`src/rtl/pnr_discriminator_ctrl.sv`:
```
// Photon-number-resolving discriminator: peak capture, threshold classify, hold-off.
// Optional baseline subtraction enabled by defining PNR_BASELINE_EN.
module pnr_discriminator_ctrl #(
   parameter int DW    = 14,
   parameter int CW    = 16,
   parameter int EVT_W = 32
) (
   input  logic                 clk_i,
   input  logic                 rst_i,
   input  logic                 enable_i,
   input  logic                 clear_i,
   input  logic                 trig_i,
   input  logic signed [DW-1:0] adc_dat_i,
   input  logic signed [DW-1:0] th1_i,
   input  logic signed [DW-1:0] th2_i,
   input  logic signed [DW-1:0] th3_i,
   input  logic signed [DW-1:0] th4_i,
   input  logic signed [DW-1:0] th5_i,
   input  logic signed [DW-1:0] th6_i,
   input  logic signed [DW-1:0] th7_i,
   input  logic [CW-1:0]        win_len_i,
   input  logic [CW-1:0]        holdoff_i,
   output logic                 busy_o,
   output logic                 pnr_valid_o,
   output logic [2:0]           pnr_num_o,
   output logic signed [DW-1:0] pnr_peak_o,
   output logic [EVT_W-1:0]     evt_cnt_o,
   output logic [15:0]          missed_cnt_o
);

   typedef enum logic [1:0] {
      S_IDLE,
      S_WIN,
      S_DEC,
      S_HOLD
   } state_t;

   localparam logic signed [DW-1:0] MINV = {1'b1, {(DW-1){1'b0}}};
   localparam logic signed [DW-1:0] MAXV = {1'b0, {(DW-1){1'b1}}};

   state_t                 state_q, state_d;
   logic                   trig_q;
   logic [CW-1:0]          win_q, win_d;
   logic [CW-1:0]          hold_q, hold_d;
   logic [CW-1:0]          cnt_q, cnt_d;
   logic signed [DW-1:0]   peak_q, peak_d;
   logic                   valid_q, valid_d;
   logic [2:0]             num_q, num_d;
   logic signed [DW-1:0]   pk_q, pk_d;
   logic [EVT_W-1:0]       evt_q, evt_d;
   logic [15:0]            miss_q, miss_d;
   logic                   edge_w;
   logic                   start_w;
   logic signed [DW-1:0]   smp_w;
   logic signed [DW-1:0]   th_w [7];
   logic [2:0]             num_w;

   assign edge_w  = trig_i & ~trig_q;
   assign start_w = (state_q == S_IDLE) & edge_w & enable_i;

`ifdef PNR_BASELINE_EN
   logic signed [DW-1:0] base_q, base_d;
   logic signed [DW:0]   diff_w;

   assign diff_w = {adc_dat_i[DW-1], adc_dat_i} - {base_q[DW-1], base_q};

   // Overflow shows as disagreement between the two top bits.
   always_comb begin
      smp_w = diff_w[DW-1:0];
      if (diff_w[DW] != diff_w[DW-1])
         smp_w = diff_w[DW] ? MINV : MAXV;
   end

   always_comb begin
      base_d = base_q;
      if (start_w)
         base_d = adc_dat_i;
   end

   always_ff @(posedge clk_i) begin
      if (rst_i) base_q <= '0;
      else       base_q <= base_d;
   end
`else
   assign smp_w = adc_dat_i;
`endif

   assign th_w[0] = th1_i;
   assign th_w[1] = th2_i;
   assign th_w[2] = th3_i;
   assign th_w[3] = th4_i;
   assign th_w[4] = th5_i;
   assign th_w[5] = th6_i;
   assign th_w[6] = th7_i;

   always_comb begin
      num_w = '0;
      for (int i = 0; i < 7; i++)
         if (peak_q >= th_w[i])
            num_w = num_w + 3'd1;
   end

   always_ff @(posedge clk_i) begin
      if (rst_i) begin
         state_q <= S_IDLE;
         trig_q  <= 1'b1;
      end else begin
         state_q <= state_d;
         trig_q  <= trig_i;
      end
   end

   always_comb begin
      state_d = state_q;
      unique case (state_q)
         S_IDLE: if (start_w) state_d = S_WIN;
         S_WIN: begin
            if (!enable_i)                   state_d = S_IDLE;
            else if (cnt_q == win_q - CW'(1)) state_d = S_DEC;
         end
         S_DEC: begin
            if (!enable_i || hold_q == '0) state_d = S_IDLE;
            else                           state_d = S_HOLD;
         end
         S_HOLD: begin
            if (!enable_i || cnt_q == hold_q) state_d = S_IDLE;
         end
         default: state_d = S_IDLE;
      endcase
   end

   always_comb begin
      win_d   = win_q;
      hold_d  = hold_q;
      cnt_d   = cnt_q;
      peak_d  = peak_q;
      valid_d = 1'b0;
      num_d   = num_q;
      pk_d    = pk_q;
      evt_d   = evt_q;
      miss_d  = miss_q;
      if (start_w) begin
         win_d  = (win_len_i == '0) ? CW'(1) : win_len_i;
         hold_d = holdoff_i;
         peak_d = MINV;
         cnt_d  = '0;
      end
      if (state_q == S_WIN && enable_i) begin
         if (smp_w > peak_q) peak_d = smp_w;
         cnt_d = cnt_q + CW'(1);
      end
      // Hold-off counts from 1 so it lasts exactly hold_q cycles.
      if (state_q == S_DEC && enable_i) begin
         num_d   = num_w;
         pk_d    = peak_q;
         valid_d = 1'b1;
         evt_d   = evt_q + EVT_W'(1);
         cnt_d   = CW'(1);
      end
      if (state_q == S_HOLD)
         cnt_d = cnt_q + CW'(1);
      if (edge_w && state_q != S_IDLE && miss_q != 16'hFFFF)
         miss_d = miss_q + 16'd1;
      if (clear_i) begin
         evt_d  = '0;
         miss_d = '0;
      end
   end

   always_ff @(posedge clk_i) begin
      if (rst_i) begin
         win_q   <= '0;
         hold_q  <= '0;
         cnt_q   <= '0;
         peak_q  <= '0;
         valid_q <= 1'b0;
         num_q   <= '0;
         pk_q    <= '0;
         evt_q   <= '0;
         miss_q  <= '0;
      end else begin
         win_q   <= win_d;
         hold_q  <= hold_d;
         cnt_q   <= cnt_d;
         peak_q  <= peak_d;
         valid_q <= valid_d;
         num_q   <= num_d;
         pk_q    <= pk_d;
         evt_q   <= evt_d;
         miss_q  <= miss_d;
      end
   end

   always_comb begin
      busy_o       = (state_q != S_IDLE);
      pnr_valid_o  = valid_q;
      pnr_num_o    = num_q;
      pnr_peak_o   = pk_q;
      evt_cnt_o    = evt_q;
      missed_cnt_o = miss_q;
   end

endmodule

```
`config.mk`:
```
export PLATFORM = sky130hd
export DESIGN_NAME = pnr_discriminator_ctrl
export DESIGN_NICKNAME = d
export VERILOG_FILES = /design/src/rtl/pnr_discriminator_ctrl.sv
export SDC_FILE = /design/constraint.sdc
export NUM_CORES = 1
export LEC_CHECK = 0
export CAP_MARGIN = 20
export CORE_AREA = 8 8 162 164
export CTS_CLUSTER_DIAMETER = 150
export DETAILED_ROUTE_END_ITERATION = 12
export DIE_AREA = 0 0 170 172
export GPL_TIMING_DRIVEN = 0
export PLACE_DENSITY_LB_ADDON = 0.15
export SYNTH_ARGS = -nofsm -noshare
export SYNTH_HDL_FRONTEND = slang
export SYNTH_SLANG_ARGS = --single-unit
```
`constraint.sdc`:
```
create_clock -name clk_i -period 23.5 [get_ports clk_i]
set_input_delay 7.05 -clock clk_i [delete_from_list [all_inputs] [get_ports clk_i]]
set_output_delay 7.05 -clock clk_i [all_outputs]
set_load 0.01 [all_outputs]
```
After elaboration in Yosys (flattened, before gate mapping)
Cells that the tools add are included.
{"block": "word_totals", "reg_bits": 131}
{"block": "op_classes", "add_sub_neg": 10, "order_cmp": 8, "n_eq_ne": 9, "mux": 22, "n_bitwise": 4, "reduce_logical": 14}
{"operator": "14-bit greater-or-equal comparator", "count": 7}
{"operator": "16-bit 2-to-1 mux", "count": 5}
{"operator": "14-bit 2-to-1 mux", "count": 3}
{"operator": "16-bit by 1-bit adder with 16-bit output (second input constant)", "count": 2}
{"operator": "32-bit by 1-bit adder with 32-bit output (second input constant)", "count": 1}
{"operator": "16-bit equality test", "count": 2}
{"operator": "16-bit logical NOT", "count": 2}
{"operator": "3-bit by 1-bit adder with 3-bit output (second input constant)", "count": 6}
{"operator": "3-bit 2-to-1 mux", "count": 6}
{"operator": "16-bit != test (second input constant)", "count": 1}
{"operator": "16-bit by 1-bit subtractor with 16-bit output (second input constant)", "count": 1}
{"operator": "14-bit > comparator", "count": 1}
{"operator": "2-bit 2-to-1 mux", "count": 5}
{"operator": "2-bit one-hot mux with 4 select lines", "count": 1}
{"operator": "2-bit equality test (second input constant)", "count": 2}
{"operator": "1-bit logical AND", "count": 4}
{"operator": "2-bit != test (second input constant)", "count": 2}
{"operator": "4-bit nonzero test", "count": 1}
{"operator": "1-bit bitwise AND", "count": 3}
{"operator": "3-bit != test (second input constant)", "count": 1}
{"operator": "3-bit AND reduction", "count": 1}
{"operator": "2-bit by 1-bit equality test with 1-bit output (second input constant)", "count": 1}
{"operator": "2-bit logical NOT", "count": 1}
{"operator": "1-bit logical OR", "count": 2}
{"operator": "other kinds (5)", "count": 6}

Logic depth before layout (Yosys ltp)
{"block": "logic_depth", "word_depth": 14, "mapped_depth": 35, "ltp_nobuf": 34}

Worst setup path before layout
Ideal clock, no wire load.
{"block": "synth_path", "path_kind": "input to register", "from": "input th2_i[1]", "to": "register num_q[2] (netlist: pnr_num_o[2])", "arrival_ns": 12.836, "slack_ns": 10.536, "cell_stages": 34, "n_path_buf": 1, "cell_sequence": "inv_1 ha_1 nor2b_1 o21a_1 o21a_1 o21a_1 o21a_1 o21a_1 o21a_1 o21ai_0 a21o_1 ha_1 clkbuf_8 nand2_1 o21ai_2 a221oi_4 inv_1 ha_1 or2_2 o21ai_0 a221oi_1 mux2_2 or4_1 ha_1 inv_1 a21oi_1 ha_1 nand2_1 nor2_1 a41o_1 xnor3_1 xor2_1 nand3_1 o211ai_1"}
{"block": "synth_between", "elab_chain_len": 12}
{"item": "start, declared", "line_no": "15", "text": "input logic signed [DW-1:0] th2_i,"}
{"item": "14-bit greater-or-equal comparator (*)", "line_no": "99", "text": "if (peak_q >= th_w[i])"}
{"item": "3-bit 2-to-1 mux (*)", "line_no": "99"}
{"item": "3-bit by 1-bit adder with 3-bit output", "line_no": "100", "text": "num_w = num_w + 3'd1;"}
{"item": "3-bit 2-to-1 mux (*)", "line_no": "99"}
{"item": "3-bit by 1-bit adder with 3-bit output", "line_no": "100"}
{"item": "3-bit 2-to-1 mux (*)", "line_no": "99"}
{"item": "3-bit by 1-bit adder with 3-bit output", "line_no": "100"}
{"item": "3-bit 2-to-1 mux (*)", "line_no": "99"}
{"item": "3-bit by 1-bit adder with 3-bit output", "line_no": "100"}
{"item": "3-bit 2-to-1 mux (*)", "line_no": "99"}
{"item": "3-bit by 1-bit adder with 3-bit output", "line_no": "100"}
{"item": "3-bit 2-to-1 mux (*)", "line_no": "99"}
{"item": "end signal, assigned", "line_no": "187", "text": "num_q <= num_d;"}
{"item": "end, declared", "line_no": "48", "text": "logic [2:0] num_q, num_d;"}
Every way passes the cells marked *; elsewhere a longest branch is shown, timed or not.
A chain may end at the register's enable or synchronous reset.

Worst setup path in the final report
Ends and elaborated chain as after synthesis.

==> run_results.csv <==
group,metric,value,unit
run_status,status,"finished, final reports clean",
logic_synthesis,yosys.area.top_type,"dfxtp_1",
finish,seq_area,2620,um2
place,place_inst,1739,
logic_synthesis,yosys-top-cells-area,"dfxtp_1, ha_1, nand2_1",
grt,grt_pass1_vias,8935,
die,die_area,29200,um2
logic_synthesis,synthFlopType,"dfxtp_1",
place,port_buffers,214,
clock_tree,clk_pin_slew,0.06,ns
setup_path,end_kind,"flop",
flow_run,drv_cap,0,
min_path,min-delay-start,"pnr_peak_o[11]",
drt,drc_errors,0,
drt,drt_iter0_drc,571,
finish,layout_commonest_cell,"clkdlybuf4s50_1",
sta,finalSetupViolCount,0,
logic_synthesis,synth.avg_cell_area,7.90,um2
setup_path,critPathMaxFanout,9,
grt,use_met3,4.34,%
clock_tree,clock-sinks,131,
place,gp_congestion,0.876,
sta,rsz0062_at_grt,"false",
clock_tree,cts-resized-gates,0,
sta,maxSlewViolCount,0,
logic_synthesis,synth_top_area_share,27.6,%
sta,worst_slack,9.89,ns
place,pre_cts_slack,9.43,ns
die,pin_count,216,
place,place_hpwl,23200,um
drt,drt-total-wl,29300,um
pwr,peakVddDrop,0.0000386,V
grt,antenna_found_initial,0,
drt,via_per_inst,5.19,
finish,final_cell_mix,"clkdlybuf4s50_1, nand2_1, dfxtp_1, inv_1, ha_1",
sta,hold_violations,0,
logic_synthesis,yosysWarnings,0,
logic_synthesis,syn_nets,1473,
finish,nets,1706,
drt,vias,9191,
finish,n_antenna_cell,0,
clock_tree,postCtsHoldBufs,0,
finish,synthToLayoutAreaGrowth,33.3,%
setup_path,critPathMaxStageDelay,0.46,ns
sta,max_slew_margin,41.9,%
logic_synthesis,syn-cell-area,9490,um2
clock_tree,cts_buffer_depth,2,
grt,busiest_layer,"met2",
setup_path,critPathSlowestCell,"or4_1",
logic_synthesis,async_flop_share,0,%
logic_synthesis,netlist_instances,1201,
sta,worst_slew_pin_slew,0.849,ns
clock_tree,clk_latency,0.43,ns
setup_path,setup.worst_path.start_class,"input pin",
die,die_h,172,um
logic_synthesis,ys_seq_area_share,27.6,%
drt,wl_per_cell,16.5,um
die,coreArea,23800,um2
setup_path,arrival,13.95,ns
pwr,leakage,5.25,nW
die,die_width,170,um
sta,finalCritPeriodShare,57.9,%
sta,fin_skew,0.00875,ns
grt,gr-total-overflow,0,
setup_path,startpoint,"th2_i[1]",
finish,fillCellCount,2405,
sta,fmax,0.0735,GHz
sta,fin_crit,13.61,ns
drt,firstDrtPassIters,5,
drt,detail-route-antenna-nets,0,
setup_path,cp.required,23.84,ns
setup_path,cpMostUsedCell,"o21a_1",
min_path,hold_path_class,"flop to flop",
pwr,powerDensity,53.4,nW/um2
setup_path,r2r-start,"peak_q[1]",
finish,multi_input_area,6170,um2
grt,grt.total_usage,19.9,%
sta,setup-tns-final,0,ns
grt,grt_pass1_wl,46000,um
grt,grt_max_degree,17,
logic_synthesis,synth-seq-cells,131,
clock_tree,clockRootBuffer,"clkbuf_16",
clock_tree,cts_made_buffers,17,
logic_synthesis,synth_edf_count,0,
grt,grtUsageMet1,26.6,%
setup_path,critPathKind,"input pin to flop",
finish,layoutNonFillerInstCount,1771,
clock_tree,cts_tree,"built",
die,start_util,39.8,%
die,rows,57,
clock_tree,htreeDepth,4,
finish,drive_gt1_share,4.22,%
clock_tree,post_cts_buffers,0,
logic_synthesis,synth.distinct_cells,71,
grt,grt_use_met2,31.8,%
logic make-up after synthesis:
group	after synthesis	share of synthesized area (%)
buf+inv	173	7.38
compound gates	223	15.5
mux	8	0.857
fa+ha+maj	123	16.2
flops	131	27.6
xor+xnor	93	8.95
simple gates	450	23.5
where the power goes:
group          internal, mW  switching, mW
Sequential            0.226        0.00827
Combinational        0.0826         0.0833
Clock                 0.168          0.106
Total                 0.477          0.198
final cells by class:
class,instances,share of cell area (%)
inverters,129,3.83
well taps,324,3.21
multi-input cells,897,48.8
repair buffers,214,16.9
plain buffers,44,1.71
clock buffers,18,3.39
flip-flops and latches,131,20.7
clock inverters,14,1.42
synth_stat cells, drive strengths merged, types with 8 or more instances:
library cell / instances
xnor2: 38
ha: 123
inv: 129
dfxtp: 131
or4: 9
o211ai: 8
nor4: 18
or3: 15
nand2b: 9
nand2: 147
clkbuf: 35
a211oi: 11
a21oi: 89
nor2: 100
o21ai: 29
nand4b: 12
buf: 9
o41ai: 13
nand3: 34
o21a: 16
nor2b: 13
and3: 12
xor2: 53
nand4: 44
nor3: 13
a21o: 11
per-layer routing:
layer / part of all wire [%] / vias to the layer above
met5: 0 / -
met1: 49 / 4219
met3: 5.6 / 36
li1: - / 4686
met2: 43 / 250
met4: 2.1 / 0
sequential cells by signal, summed over array words and instances (netlist names):
signal,flops
pnr_num_o,3
missed_cnt_o,16
state_q,2
win_q,16
evt_cnt_o,32
peak_q,14
cnt_q,16
hold_q,16
pnr_valid_o,1
trig_q,1
pnr_peak_o,14
per-stage QoR:
step	utilization, %	hold WS (ns)	area [um2]	total power, mW
after CTS	53.1	0.455	12600	0.682
after global placement	50.5	0.443	12000	0.403
final	53.1	0.455	12600	0.675
after floorplan	-	0.448	9490	0.346
after global routing	53.1	0.474	12600	0.711
after detailed placement	50.5	0.447	12000	0.406
worst paths after layout:
path | end | slack (ns) | cells past startpoint
worst max-delay path | pnr_num_o[2] | 9.89 | 35
worst min-delay path | pnr_peak_o[11] | 0.45 | 2
worst max register to register | pnr_num_o[2] | 16.27 | 33
worst min register to register | pnr_peak_o[11] | 0.45 | 2
critical path, delay by kind of cell:
family / cells / cell delay [ns]
muxes: 1 / 0.37
buffers and inverters: 5 / 0.80
adders and majority gates: 5 / 1.47
and+or+nand+nor: 7 / 1.01
xor gates and xnor gates: 2 / 0.59
AOI/OAI and AO/OA: 15 / 2.64
No activity file was read; power rests on OpenSTA's default activity.
